**config.mk**
```make
export PLATFORM = sky130hd
export DESIGN_NAME = round_sequencer
export DESIGN_NICKNAME = d
export VERILOG_FILES = /design/src/rtl/game_console_pkg.sv /design/src/rtl/tick_divider.sv /design/src/rtl/round_sequencer.sv
export SDC_FILE = /design/constraint.sdc
export NUM_CORES = 1
export LEC_CHECK = 0
export ABC_AREA = 1
export CAP_MARGIN = 25
export CORE_ASPECT_RATIO = 1.4
export CORE_MARGIN = 2
export CORE_UTILIZATION = 54
export CTS_CLUSTER_SIZE = 12
export DETAILED_ROUTE_END_ITERATION = 16
export PLACE_DENSITY = 0.75
export SLEW_MARGIN = 30
export SYNTH_ARGS = -nofsm -noshare
export SYNTH_HDL_FRONTEND = slang
export SYNTH_SLANG_ARGS = --single-unit
```
**constraint.sdc**
```tcl
create_clock -name clk -period 2 [get_ports clk]
set_input_delay 0.2 -clock clk [delete_from_list [all_inputs] [get_ports clk]]
set_output_delay 0.2 -clock clk [all_outputs]
set_load 0.05 [all_outputs]
```
**src/rtl/game_console_pkg.sv**
```systemverilog
// Shared types and constants for the game console round control.
package game_console_pkg;

  typedef enum logic [2:0] {
    IDLE,
    REGEN,
    COUNTDOWN,
    RUN,
    PAUSED,
    WIN,
    LOSE
  } round_state_t;

  localparam int unsigned BANNER_W = 2;

  localparam logic [BANNER_W-1:0] BANNER_TITLE = 2'd0;
  localparam logic [BANNER_W-1:0] BANNER_PAUSE = 2'd1;
  localparam logic [BANNER_W-1:0] BANNER_WIN   = 2'd2;
  localparam logic [BANNER_W-1:0] BANNER_LOSE  = 2'd3;

  // Banner shown while the sequencer sits in a given state.
  function automatic logic [BANNER_W-1:0] banner_of(round_state_t s);
    logic [BANNER_W-1:0] b;
    b = BANNER_TITLE;
    case (s)
      PAUSED:  b = BANNER_PAUSE;
      WIN:     b = BANNER_WIN;
      LOSE:    b = BANNER_LOSE;
      default: b = BANNER_TITLE;
    endcase
    return b;
  endfunction

endpackage

```
**src/rtl/tick_divider.sv**
```systemverilog
// Free-running timing tick generator; restarts its count on i_clear.
module tick_divider #(
  parameter int unsigned TICK_DIV = 25_000_000
) (
  input  logic clk,
  input  logic rst,
  input  logic i_clear,
  output logic o_tick
);

  localparam int unsigned CW = (TICK_DIV > 1) ? $clog2(TICK_DIV) : 1;
  localparam logic [CW-1:0] LAST = CW'(TICK_DIV - 1);

  logic [CW-1:0] cnt_q, cnt_d;
  logic          tick_q;

  always_comb begin
    cnt_d = cnt_q + CW'(1);
    if (i_clear || (cnt_q == LAST)) begin
      cnt_d = '0;
    end
  end

  // tick_q tracks (cnt_q == LAST) from a register rather than a compare.
  always_ff @(posedge clk) begin
    if (rst) begin
      cnt_q  <= '0;
      tick_q <= 1'b0;
    end else begin
      cnt_q  <= cnt_d;
      tick_q <= (cnt_d == LAST);
    end
  end

  assign o_tick = tick_q;

endmodule

```
**src/rtl/round_sequencer.sv**
```systemverilog
// Round phase controller: title, level regeneration, countdown, play, pause, result.
module round_sequencer
  import game_console_pkg::*;
#(
  parameter int unsigned RATING_WIDTH = 8,
  parameter int unsigned NUM_IMAGES   = 4,
  parameter int unsigned TICK_DIV     = 25_000_000,
  parameter int unsigned COUNT_TICKS  = 3,
  parameter int unsigned RESULT_TICKS = 5
) (
  input  logic                          clk,
  input  logic                          rst,
  input  logic                          i_start,
  input  logic                          i_pause,
  input  logic                          i_win,
  input  logic                          i_lose,
  input  logic                          i_regen_rdy,
  output logic                          o_regen_req,
  output logic                          o_running,
  output logic [$clog2(NUM_IMAGES)-1:0] o_banner_num,
  output logic [1:0]                    o_countdown,
  output logic [RATING_WIDTH-1:0]       o_rating
);

  localparam int unsigned BW  = $clog2(NUM_IMAGES);
  localparam int unsigned RCW = (RESULT_TICKS > 1) ? $clog2(RESULT_TICKS) : 1;
  localparam logic [RCW-1:0]          RES_LAST   = RCW'(RESULT_TICKS - 1);
  localparam logic [RATING_WIDTH-1:0] RATING_MAX = {RATING_WIDTH{1'b1}};

  round_state_t             state_q, state_d;
  logic [1:0]               cd_q, cd_d;
  logic [RCW-1:0]           res_q, res_d;
  logic [RATING_WIDTH-1:0]  rating_q, rating_d;
  logic                     start_q, pause_q, armed_q;
  logic                     regen_req_q, running_q;
  logic [BW-1:0]            banner_q;
  logic                     start_press, pause_press;
  logic                     tick, tick_clear;

  // armed_q masks the first cycle after reset so a held button is not a press.
  assign start_press = i_start & ~start_q & armed_q;
  assign pause_press = i_pause & ~pause_q & armed_q;

  // Timebase restarts whenever a timed phase is entered.
  assign tick_clear = (state_d != state_q) &&
                      ((state_d == COUNTDOWN) || (state_d == WIN) || (state_d == LOSE));

  tick_divider #(
    .TICK_DIV (TICK_DIV)
  ) u_tick_divider (
    .clk     (clk),
    .rst     (rst),
    .i_clear (tick_clear),
    .o_tick  (tick)
  );

  always_comb begin
    state_d  = state_q;
    cd_d     = cd_q;
    res_d    = res_q;
    rating_d = rating_q;
    case (state_q)
      IDLE: begin
        if (start_press && !pause_press) begin
          state_d = REGEN;
        end
      end
      REGEN: begin
        if (i_regen_rdy) begin
          state_d = COUNTDOWN;
          cd_d    = 2'(COUNT_TICKS);
        end
      end
      COUNTDOWN: begin
        if (pause_press) begin
          state_d = IDLE;
          cd_d    = 2'd0;
        end else if (tick) begin
          if (cd_q == 2'd1) begin
            state_d = RUN;
            cd_d    = 2'd0;
          end else begin
            cd_d = cd_q - 2'd1;
          end
        end
      end
      RUN: begin
        if (i_lose) begin
          state_d = LOSE;
          res_d   = '0;
          if (rating_q != '0) begin
            rating_d = rating_q - RATING_WIDTH'(1);
          end
        end else if (i_win) begin
          state_d = WIN;
          res_d   = '0;
          if (rating_q != RATING_MAX) begin
            rating_d = rating_q + RATING_WIDTH'(1);
          end
        end else if (pause_press) begin
          state_d = PAUSED;
        end
      end
      PAUSED: begin
        if (pause_press) begin
          state_d = IDLE;
        end else if (start_press) begin
          state_d = RUN;
        end
      end
      WIN, LOSE: begin
        if (start_press && !pause_press) begin
          state_d = REGEN;
        end else if (tick) begin
          if (res_q == RES_LAST) begin
            state_d = REGEN;
          end else begin
            res_d = res_q + RCW'(1);
          end
        end
      end
      default: begin
        state_d = IDLE;
        cd_d    = 2'd0;
      end
    endcase
  end

  // Outputs are decoded from the next state so they change with the state register.
  always_ff @(posedge clk) begin
    if (rst) begin
      state_q     <= IDLE;
      cd_q        <= 2'd0;
      res_q       <= '0;
      rating_q    <= '0;
      start_q     <= 1'b0;
      pause_q     <= 1'b0;
      armed_q     <= 1'b0;
      regen_req_q <= 1'b0;
      running_q   <= 1'b0;
      banner_q    <= '0;
    end else begin
      state_q     <= state_d;
      cd_q        <= cd_d;
      res_q       <= res_d;
      rating_q    <= rating_d;
      start_q     <= i_start;
      pause_q     <= i_pause;
      armed_q     <= 1'b1;
      regen_req_q <= (state_d == REGEN);
      running_q   <= (state_d == RUN);
      banner_q    <= BW'(banner_of(state_d));
    end
  end

  assign o_regen_req  = regen_req_q;
  assign o_running    = running_q;
  assign o_banner_num = banner_q;
  assign o_countdown  = cd_q;
  assign o_rating     = rating_q;

endmodule

```
; Word-level counts from Yosys, hierarchy flattened
; Index checks and enable logic that the tools add are counted.
[word_totals]
regBits = 49
input_bits = 7
out_inout_bits = 14
elab_cells = 97
[classes]
add_sub_neg = 5
n_eq_ne = 25
mux = 32
n_bitwise = 7
reduce_logical = 16
[op_table]
columns = cell, count
row1 = $mux 3, 18
row2 = $eq 25x25->1 const B, 2
row3 = $mux 8, 4
row4 = $add 25x1->25 const B, 1
row5 = $mux 25, 1
row6 = $eq 3x3->1 const B, 7
row7 = $pmux 3 s6, 1
row8 = $eq 3x2->1 const B, 4
row9 = $pmux 2 s3, 2
row10 = $add 8x1->8 const B, 1
row11 = $mux 2, 4
row12 = $ne 8x8->1 const B, 1
row13 = $reduce_bool 8->1, 1
row14 = $sub 8x1->8 const B, 1
row15 = $eq 3x1->1 const B, 2
row16 = $ne 2x2->1 const B, 3
row17 = $pmux 3 s2, 1
row18 = $reduce_bool 2->1, 3
row19 = $reduce_and 5->1, 1
row20 = $reduce_or 5->1, 1
row21 = $and 1x1->1, 4
row22 = $ne 2x1->1 const B, 2
row23 = $reduce_and 4->1, 1
row24 = $add 3x1->3 const B, 1
row25 = other kinds (13), 18

; Longest topological paths before layout
; Gate-level depths: netlist of the first run.
[depth]
ltp_word = 14
depth_mapped = 15
mapped_depth_nobuf = 14

; Cells and area by module
; A second synthesis of the first run with hierarchy kept.
[hier_totals]
hier_cells = 513
hier_area_um2 = 3284.4
[modules_own_cells]
columns = module, n_inst, cells_per_inst, area_per_inst_um2, seq_area_each_um2
row1 = tick_divider, 1, 283, 1662.8, 520.5
row2 = round_sequencer, 1, 230, 1621.6, 460.4

; Worst setup path after synthesis of the first run
; Ideal clock, no wire load.
[synth_timing]
path_kind = register -> register
start = register rating_q[0] (netlist: o_rating[0])
end = register rating_q[6] (netlist: o_rating[6])
t_arrival_ns = 1.952
required_ns = 1.930
path_slack_ns = -0.022
stages_incl_launch_ff = 9
period_less_slack_ns = 2.022
path_cell_list = dfxtp_1 -> inv_1 -> fa_1 -> o21ai_0 -> nand2_1 -> nand2_1 -> a21oi_1 -> xor2_1 -> a21oi_1
[synth_between]
elab_chain_cells = 4
elab_cells_between_ends = 11
[synth_lines]
columns = element, line
row1 = "start, declared", round_sequencer.sv:33  ; logic [RATING_WIDTH-1:0] rating_q, rating_d;
row2 = "start signal, assigned", round_sequencer.sv:146  ; rating_q <= rating_d;
row3 = $add 8x1->8, round_sequencer.sv:98  ; rating_d = rating_q + RATING_WIDTH'(1);
row4 = $mux 8, round_sequencer.sv:97  ; if (rating_q != RATING_MAX) begin
row5 = $mux 8, round_sequencer.sv:94  ; end else if (i_win) begin
row6 = $mux 8, round_sequencer.sv:88  ; if (i_lose) begin
; Parallel ways exist; a longest one is shown, timed or not. The select of a mux whose other input is x is not followed.
; A chain may end at the register's enable or synchronous reset.

; Worst setup path in the final report of the first run
[layout_timing]
start = register state_q[0]
end = register u_tick_divider.cnt_q[9]
[layout_between]
elab_chain_cells = 10
elab_cells_between_ends = 31
[layout_lines]
columns = element, line
row1 = "start, declared", round_sequencer.sv:30  ; round_state_t state_q, state_d;
row2 = "start signal, assigned", round_sequencer.sv:143  ; state_q <= state_d;
row3 = $mux 3 (on tied branches), "round_sequencer.sv:115, round_sequencer.sv:79, round_sequencer.sv:100"
row4 = $mux 3 (on tied branches), "round_sequencer.sv:114, round_sequencer.sv:78, round_sequencer.sv:94"
row5 = $mux 3 (on tied branches), "round_sequencer.sv:112, round_sequencer.sv:75, round_sequencer.sv:88"
row6 = $pmux 3 s6, round_sequencer.sv:62  ; case (state_q)
row7 = $eq 3x2->1 / $eq 3x3->1 (equally long branches), round_sequencer.sv:46  ; ((state_d == COUNTDOWN) || (state_d == WIN) || (state_d == LOSE));
row8 = $logic_or 1x1->1 (2 in a row), round_sequencer.sv:46
row9 = $logic_and 1x1->1 (*), round_sequencer.sv:45  ; assign tick_clear = (state_d != state_q) &&
row10 = $logic_or 1x1->1 (*), tick_divider.sv:19  ; if (i_clear || (cnt_q == LAST)) begin
row11 = $mux 25 (*), tick_divider.sv:19
row12 = "end signal, assigned", tick_divider.sv:30  ; cnt_q <= cnt_d;
row13 = "end, declared", tick_divider.sv:14  ; logic [CW-1:0] cnt_q, cnt_d;
; Mark *: on every way between the ends. The rest lies on a longest branch, timed or not.

==> results of run 1 <==
==> cell families after synthesis <==
logic type / count (synthesis)
AOI/OAI and AO/OA: 47
xor gates and xnor gates: 17
adders and majority gates: 11
buffers and inverters: 61
DFF: 49
and+or+nand+nor: 271
==> power by group through the flow <==
stage / clock [mW] / combinational (mW) / sequential (mW)
6_report: 0.758 / 0.257 / 1.01
5_1_grt: 0.811 / 0.279 / 1.01
4_1_cts: 0.776 / 0.244 / 1.01
3_5_place_dp: 0 / 0.243 / 1.03
3_3_place_gp: 0 / 0.237 / 1.03
2_1_floorplan: 0 / 0.136 / 1.05
==> worst max-delay path, delay by kind of cell, from the launching register on <==
family | cells | cell delay (ps)
buffers and inverters | 1 | 220
DFF | 1 | 390
and+or+nand+nor | 12 | 1190
==> final cells by class <==
| cell class | count | area (sq um) | share of cell area [%] |
|---|---|---|---|
| multi-input cells | 346 | 1990 | 50.1 |
| flip-flops and latches | 49 | 1000 | 25.2 |
| repair buffers | 64 | 567 | 14.3 |
| inverters | 55 | 206 | 5.20 |
| well taps | 68 | 85.1 | 2.14 |
| clock buffers | 6 | 82.6 | 2.08 |
| clock inverters | 2 | 37.5 | 0.945 |
==> registers in the layout, summed over array words and instances (netlist names) <==
signal,count
u_tick_divider.cnt_q,25
o_rating,8
res_q,3
state_q,3
o_banner_num,2
o_countdown,2
armed_q,1
o_regen_req,1
o_running,1
pause_q,1
start_q,1
u_tick_divider.o_tick,1
==> routing by layer <==
layer  routed length (um)  vias to the layer above
li1                     -                     1594
met1                 3110                     1413
met2                 4340                       77
met3                  268                       32
met4                  433                        0
met5                    0                        -
==> synth_stat cells, drive strengths merged <==
| library cell | count |
|---|---|
| a211oi | 2 |
| nand2 | 125 |
| nor2 | 81 |
| a21o | 1 |
| inv | 55 |
| dfxtp | 49 |
| buf | 4 |
| nor3 | 13 |
| nor4 | 3 |
| nand4 | 17 |
| a21oi | 23 |
| or2 | 1 |
| a31oi | 1 |
| clkbuf | 2 |
| xor2 | 15 |
| xnor2 | 2 |
| o21ai | 15 |
| ha | 10 |
| nand3b | 1 |
| fa | 1 |
| o21bai | 4 |
| nand3 | 30 |
| o211ai | 1 |
==> worst paths after layout <==
check,startpoint,to,slack (ps)
worst max-delay path,state_q[0],u_tick_divider.cnt_q[9],130
worst min-delay path,i_pause,pause_q,160
worst max register to register,state_q[0],u_tick_divider.cnt_q[9],130
worst min register to register,res_q[1],res_q[1],500
==> timing repair <==
| item | CTS | global route |
|---|---|---|
| resized for setup | 0 | 48 |
| setup endpoints to repair | 0 | 33 |
| setup buffers | 0 | 3 |
==> metrics.txt, run 1 <==
grt total ovfl=0; Slew Viols, Final=0; WHS Path Cells=3; Final Hold Vio Count=0; Synth area leaders=dfxtp_1 (31%), nand2_1 (14%), nor2_4 (7.5%), nor2_1 (6.6%), inv_1 (6.2%); root buffer cell=clkbuf_8; Clock Power Share=37.4%; Switch Pwr=0.518 mW; fmax=0.535 GHz; Total Power=2.03 mW; chip height=roughly 94 um; ant diodes=0; CTS Buffer Depth=2; Syn. warnings=0; FILL cells=around 480; first-pass GRT wire length=13100 um; combinational power share=between 10% and 20%; WS Path Type=reg2reg; via count=3116; simple-gate share of the synthesized area=42.6%; Antenna Violating Nets Remaining=0; status=complete, no violations; XOR/XNOR Fraction of Synth Area=4.75%; P_leak=1.66 nW; syn_nets=474; GR peak layer=met2; DRC viols=0; DR iter-0 viols=169; design area=0.00397 sq mm; grt met2 use=48.4%; CTS tree=done; crit-path max FO=7; CTS Buf Count=5; Worst setup SP type=flip-flop; post-synthesis adder-cell area fraction=4.63%; Worst EP arrival=between 2000 and 2500 ps; # IOs=21; post-cts hold buffer count=0; DIE AREA=about 0.0064 sq mm; GRT met1 Usage=28.2%; Req. time, crit path=2250 ps; WL final=8150 um; register area share after synthesis=between 30% and 40%; Cell Area, Placed=0.00368 sq mm; crit path setup slack, layout=130 ps; final hold slack=159 ps; Hold WC Path Type=in2reg; layout cells sized above 1=25.5%; cell row count=32; PortBufs=20; post-synthesis instance area=0.00314 sq mm; Total GRT Usage=27.1%; leading area contributor after synthesis=dfxtp_1; DP HPWL=around 6200 um; Avg Cell Area, Syn=between 6 and 7 sq um; clock sinks=49; Starting Density=between 50% and 60%; core area=0.00557 sq mm; Synth Instances=456; most frequent cells in the layout=nand2_1 (116), inv_1 (50), nor2_1 (43), buf_4 (41), dfxtp_1 (32); initial antenna violation count=0; main combinational cell family by area after synthesis=simple AND/OR/NAND/NOR gates; setup_tns=0 ps; Final nets=about 540; worst skew pair latency=310 ps; Final setup violation count=0; PD cells=510 mW/mm^2; crit end category=flip-flop; CTS H-tree lvls=2; largest net degree at the start of global routing=16; die width=about 68 um; clk_skew=10.6 ps; relative slew slack=64.0%; Sequential Power Share=49.9%; fin crit period=1870 ps; internal power=1.51 mW; vias in the first global route=2986; GPL Wtd Cong=0.993; clk slew on worst S/H paths=100 ps; slowest cell on the critical path=dfxtp_2; critical-path cell list=nor2_2 > nand2_1 > nand3b_1 > nand2_1 > nor2_2 > nand2_4 > nand2_1 > nand2_1 > nand2_1 > nand2_2 > nand3_4 > clkbuf_16 > nor2_4; peak supply drop=318 uV; post-layout util=71.4%; Post-Layout Cell Count=590; wire per inst=13.8 um; measured slew at the worst slew-check pin=536 ps; mux share of post-synthesis cell area=0%; post-synth cell types=33; reg2reg path depth=13; Max Cap Violations=0; number of synthesized register bits=between 40 and 50; post-synthesis compound-gate area fraction=8.30%; most common cell after layout, fill and taps aside=nand2_1; post-synth top area share=31.3%; pre-CTS setup slack=-212 ps; drt pass-1 iters=4; Layout area overhead=26.6%; Net Sw Frac=25.6%; most frequent CP cell=nand2_1; CP peak stage delay=390 ps; Post-Place Cells=between 500 and 600; DR vias/cell=between 5 and 6; final period utilization=93.5%; met3 Track Usage GR=4.44%
Power figures use the tool's default switching activity.
==> inputs of run 2 (changes only) <==
GPL_TIMING_DRIVEN = 0   (was default)
==> run 2 against run 1 <==
  * Worst hold slack better by 39 ps
  * Die area unchanged
  * Total power down 8.4%
  * Critical path depth up 2
  * Setup slack worse by 88 ps
  * Fmax down 4.5%
  * Routed wire length down 7.0%
  * Sequential power about the same
==> metrics.txt, run 2 (synthesis gave the netlist of run 1 again) <==
drt pass-1 iters=4 (unchanged); layout cells sized above 1=22.1% (was 25.5%); Worst EP arrival=2200 ps (was 2120 ps); WS Path Type=reg2reg (unchanged); pre-CTS setup slack=-481 ps (was -212 ps); clk slew on worst S/H paths=100 ps (about the same); wire per inst=13.5 um (was 13.8 um); largest net degree at the start of global routing=16 (unchanged); core area=0.00557 sq mm (unchanged); Antenna Violating Nets Remaining=0 (unchanged); critical-path cell list=buf_8 > nand2_4 > nand2_2 > nor2_4 > inv_2 > nor2_2 > nor2_2 > nand2_4 > inv_2 > nand2_2 > nand2_1 > nand2_2 > nand3_4 > clkbuf_16 > nor2_4 (was nor2_2 > nand2_1 > nand3b_1 > nand2_1 > nor2_2 > nand2_4 > nand2_1 > nand2_1 > nand2_1 > nand2_2 > nand3_4 > clkbuf_16 > nor2_4); design area=0.00386 sq mm (was 0.00397 sq mm); measured slew at the worst slew-check pin=523 ps (was 536 ps); clock sinks=49 (unchanged); first-pass GRT wire length=12200 um (was 13100 um); Final setup violation count=0 (unchanged); internal power=1.34 mW (was 1.51 mW); most common cell after layout, fill and taps aside=nand2_1 (unchanged); crit end category=flip-flop (unchanged); most frequent CP cell=nand2_2 (was nand2_1); Switch Pwr=0.517 mW (was 0.518 mW); DRC viols=0 (unchanged); Buf/Inv on CP=4 (was 1); Total Power=1.86 mW (was 2.03 mW); DR iter-0 viols=146 (was 169); post-cts hold buffer count=0 (unchanged); PD cells=481 mW/mm^2 (was 510 mW/mm^2); DP HPWL=5540 um (was 6150 um); CTS H-tree lvls=2 (unchanged); grt total ovfl=0 (unchanged); crit path setup slack, layout=42.8 ps (was 130 ps); Worst setup SP type=flip-flop (unchanged); DR vias/cell=5.46 (was 5.28); slowest cell on the critical path=dfxtp_2 (unchanged); CTS Buf Count=5 (unchanged); Clock Power Share=32.0% (was 37.4%); chip height=94.2 um (unchanged); final period utilization=97.9% (was 93.5%); Req. time, crit path=2240 ps (was 2250 ps); Starting Density=56.4% (unchanged); most frequent cells in the layout=nand2_1 (111), inv_1 (51), nor2_1 (43), dfxtp_1 (34), nor2_4 (30) (was nand2_1 (116), inv_1 (50), nor2_1 (43), buf_4 (41), dfxtp_1 (32)); CP peak stage delay=330 ps (was 390 ps); RSZ-0062 raised after global routing=yes; crit-path max FO=8 (was 7); PortBufs=20 (unchanged); initial antenna violation count=0 (unchanged); root buffer cell=clkbuf_8 (unchanged); Final nets=511 (was 539); # IOs=21 (unchanged); Post-Layout Cell Count=562 (was 590); final hold slack=198 ps (was 159 ps); WL final=7580 um (was 8150 um); relative slew slack=65.0% (was 64.0%); Cell Area, Placed=0.00342 sq mm (was 0.00368 sq mm); number of flip-flops in the largest register=25 (unchanged); cell row count=32 (unchanged); fin crit period=1960 ps (was 1870 ps); ant diodes=0 (unchanged); Sequential Power Share=54.6% (was 49.9%); Hold WC Path Type=in2reg (unchanged); Reg with most FFs=u_tick_divider.cnt_q (unchanged); status=complete, no violations (unchanged); die width=68.4 um (unchanged); DIE AREA=0.00644 sq mm (unchanged); fmax=0.511 GHz (was 0.535 GHz); Total GRT Usage=24.6% (was 27.1%); via count=3068 (was 3116); GPL Wtd Cong=0.887 (was 0.993); Slew Viols, Final=0 (unchanged); worst skew pair latency=310 ps (about the same); Final Hold Vio Count=0 (unchanged); P_leak=1.55 nW (was 1.66 nW); peak supply drop=415 uV (was 318 uV); CTS tree=done (unchanged); combinational power share=13.4% (was 12.7%); Net Sw Frac=27.8% (was 25.6%); Max Cap Violations=0 (unchanged); Worst path top cell family by delay=simple AND/OR/NAND/NOR gates (unchanged); CTS Buffer Depth=2 (unchanged); vias in the first global route=2911 (was 2986); Layout area overhead=22.9% (was 26.6%); clk_skew=11.5 ps (was 10.6 ps); Post-Place Cells=544 (was 578)
==> run 2: power groups by stage <==
stage,clock [mW],sequential [mW],combinational (mW)
2_1_floorplan,0,1.05,0.136
3_3_place_gp,0,1.03,0.204
3_5_place_dp,0,1.03,0.208
4_1_cts,0.612,1.01,0.213
5_1_grt,0.650,1.02,0.270
6_report,0.594,1.01,0.249
==> run 2: final cells by class <==
cell class                 count  area, sq um
fill                         505         1710
clock buffer                   6         72.6
buffer                         6         67.6
clock inverter                 2         15.0
inverter                      55          206
tap                           68         85.1
sequential                    49         1000
timing repair buffer          30          312
multi-input combinational    346         2090
==> run 2: metrics by stage <==
step,setup TNS [ps],utilization [%]
after floorplan,0,-
after global placement,-8860,61.5
after detailed placement,-9440,61.5
after CTS,0,64.0
after global routing,-1380,69.3
final,0,69.3
==> run 2: path summary, 6_finish.rpt <==
kind | from | end | slack [ps] | depth (start not counted)
worst max-delay path | state_q[1] | u_tick_divider.cnt_q[2] | 40 | 15
worst min-delay path | i_pause | pause_q | 200 | 3
worst max register to register | state_q[1] | u_tick_divider.cnt_q[2] | 40 | 15
worst min register to register | u_tick_divider.cnt_q[0] | u_tick_divider.cnt_q[0] | 460 | 1
==> run 2: worst register-to-register path, cell delays in order, from the launching register on <==
cell and delay [ps]:
dfxtp_2 330, buf_8 130, nand2_4 80, nand2_2 70
nor2_4 180, inv_2 60, nor2_2 120, nor2_2 70
nand2_4 80, inv_2 50, nand2_2 70, nand2_1 70
nand2_2 100, nand3_4 180, clkbuf_16 230, nor2_4 70
==> run 2: what timing repair did <==
| action | CTS | global route |
|---|---|---|
| buffers inserted | 0 | 8 |
| endpoints found under the setup margin | 22 | 27 |
| resized for setup | 12 | 58 |
| cloned | 0 | 2 |
| pin swaps | 0 | 11 |
==> run 2: layer usage <==
metal  part of all wire [%]  global-route usage (%)
met3                    2.7                    3.60
met5                      0                       0
met2                     53                    44.9
met4                    4.7                    14.8
met1                     39                    25.0
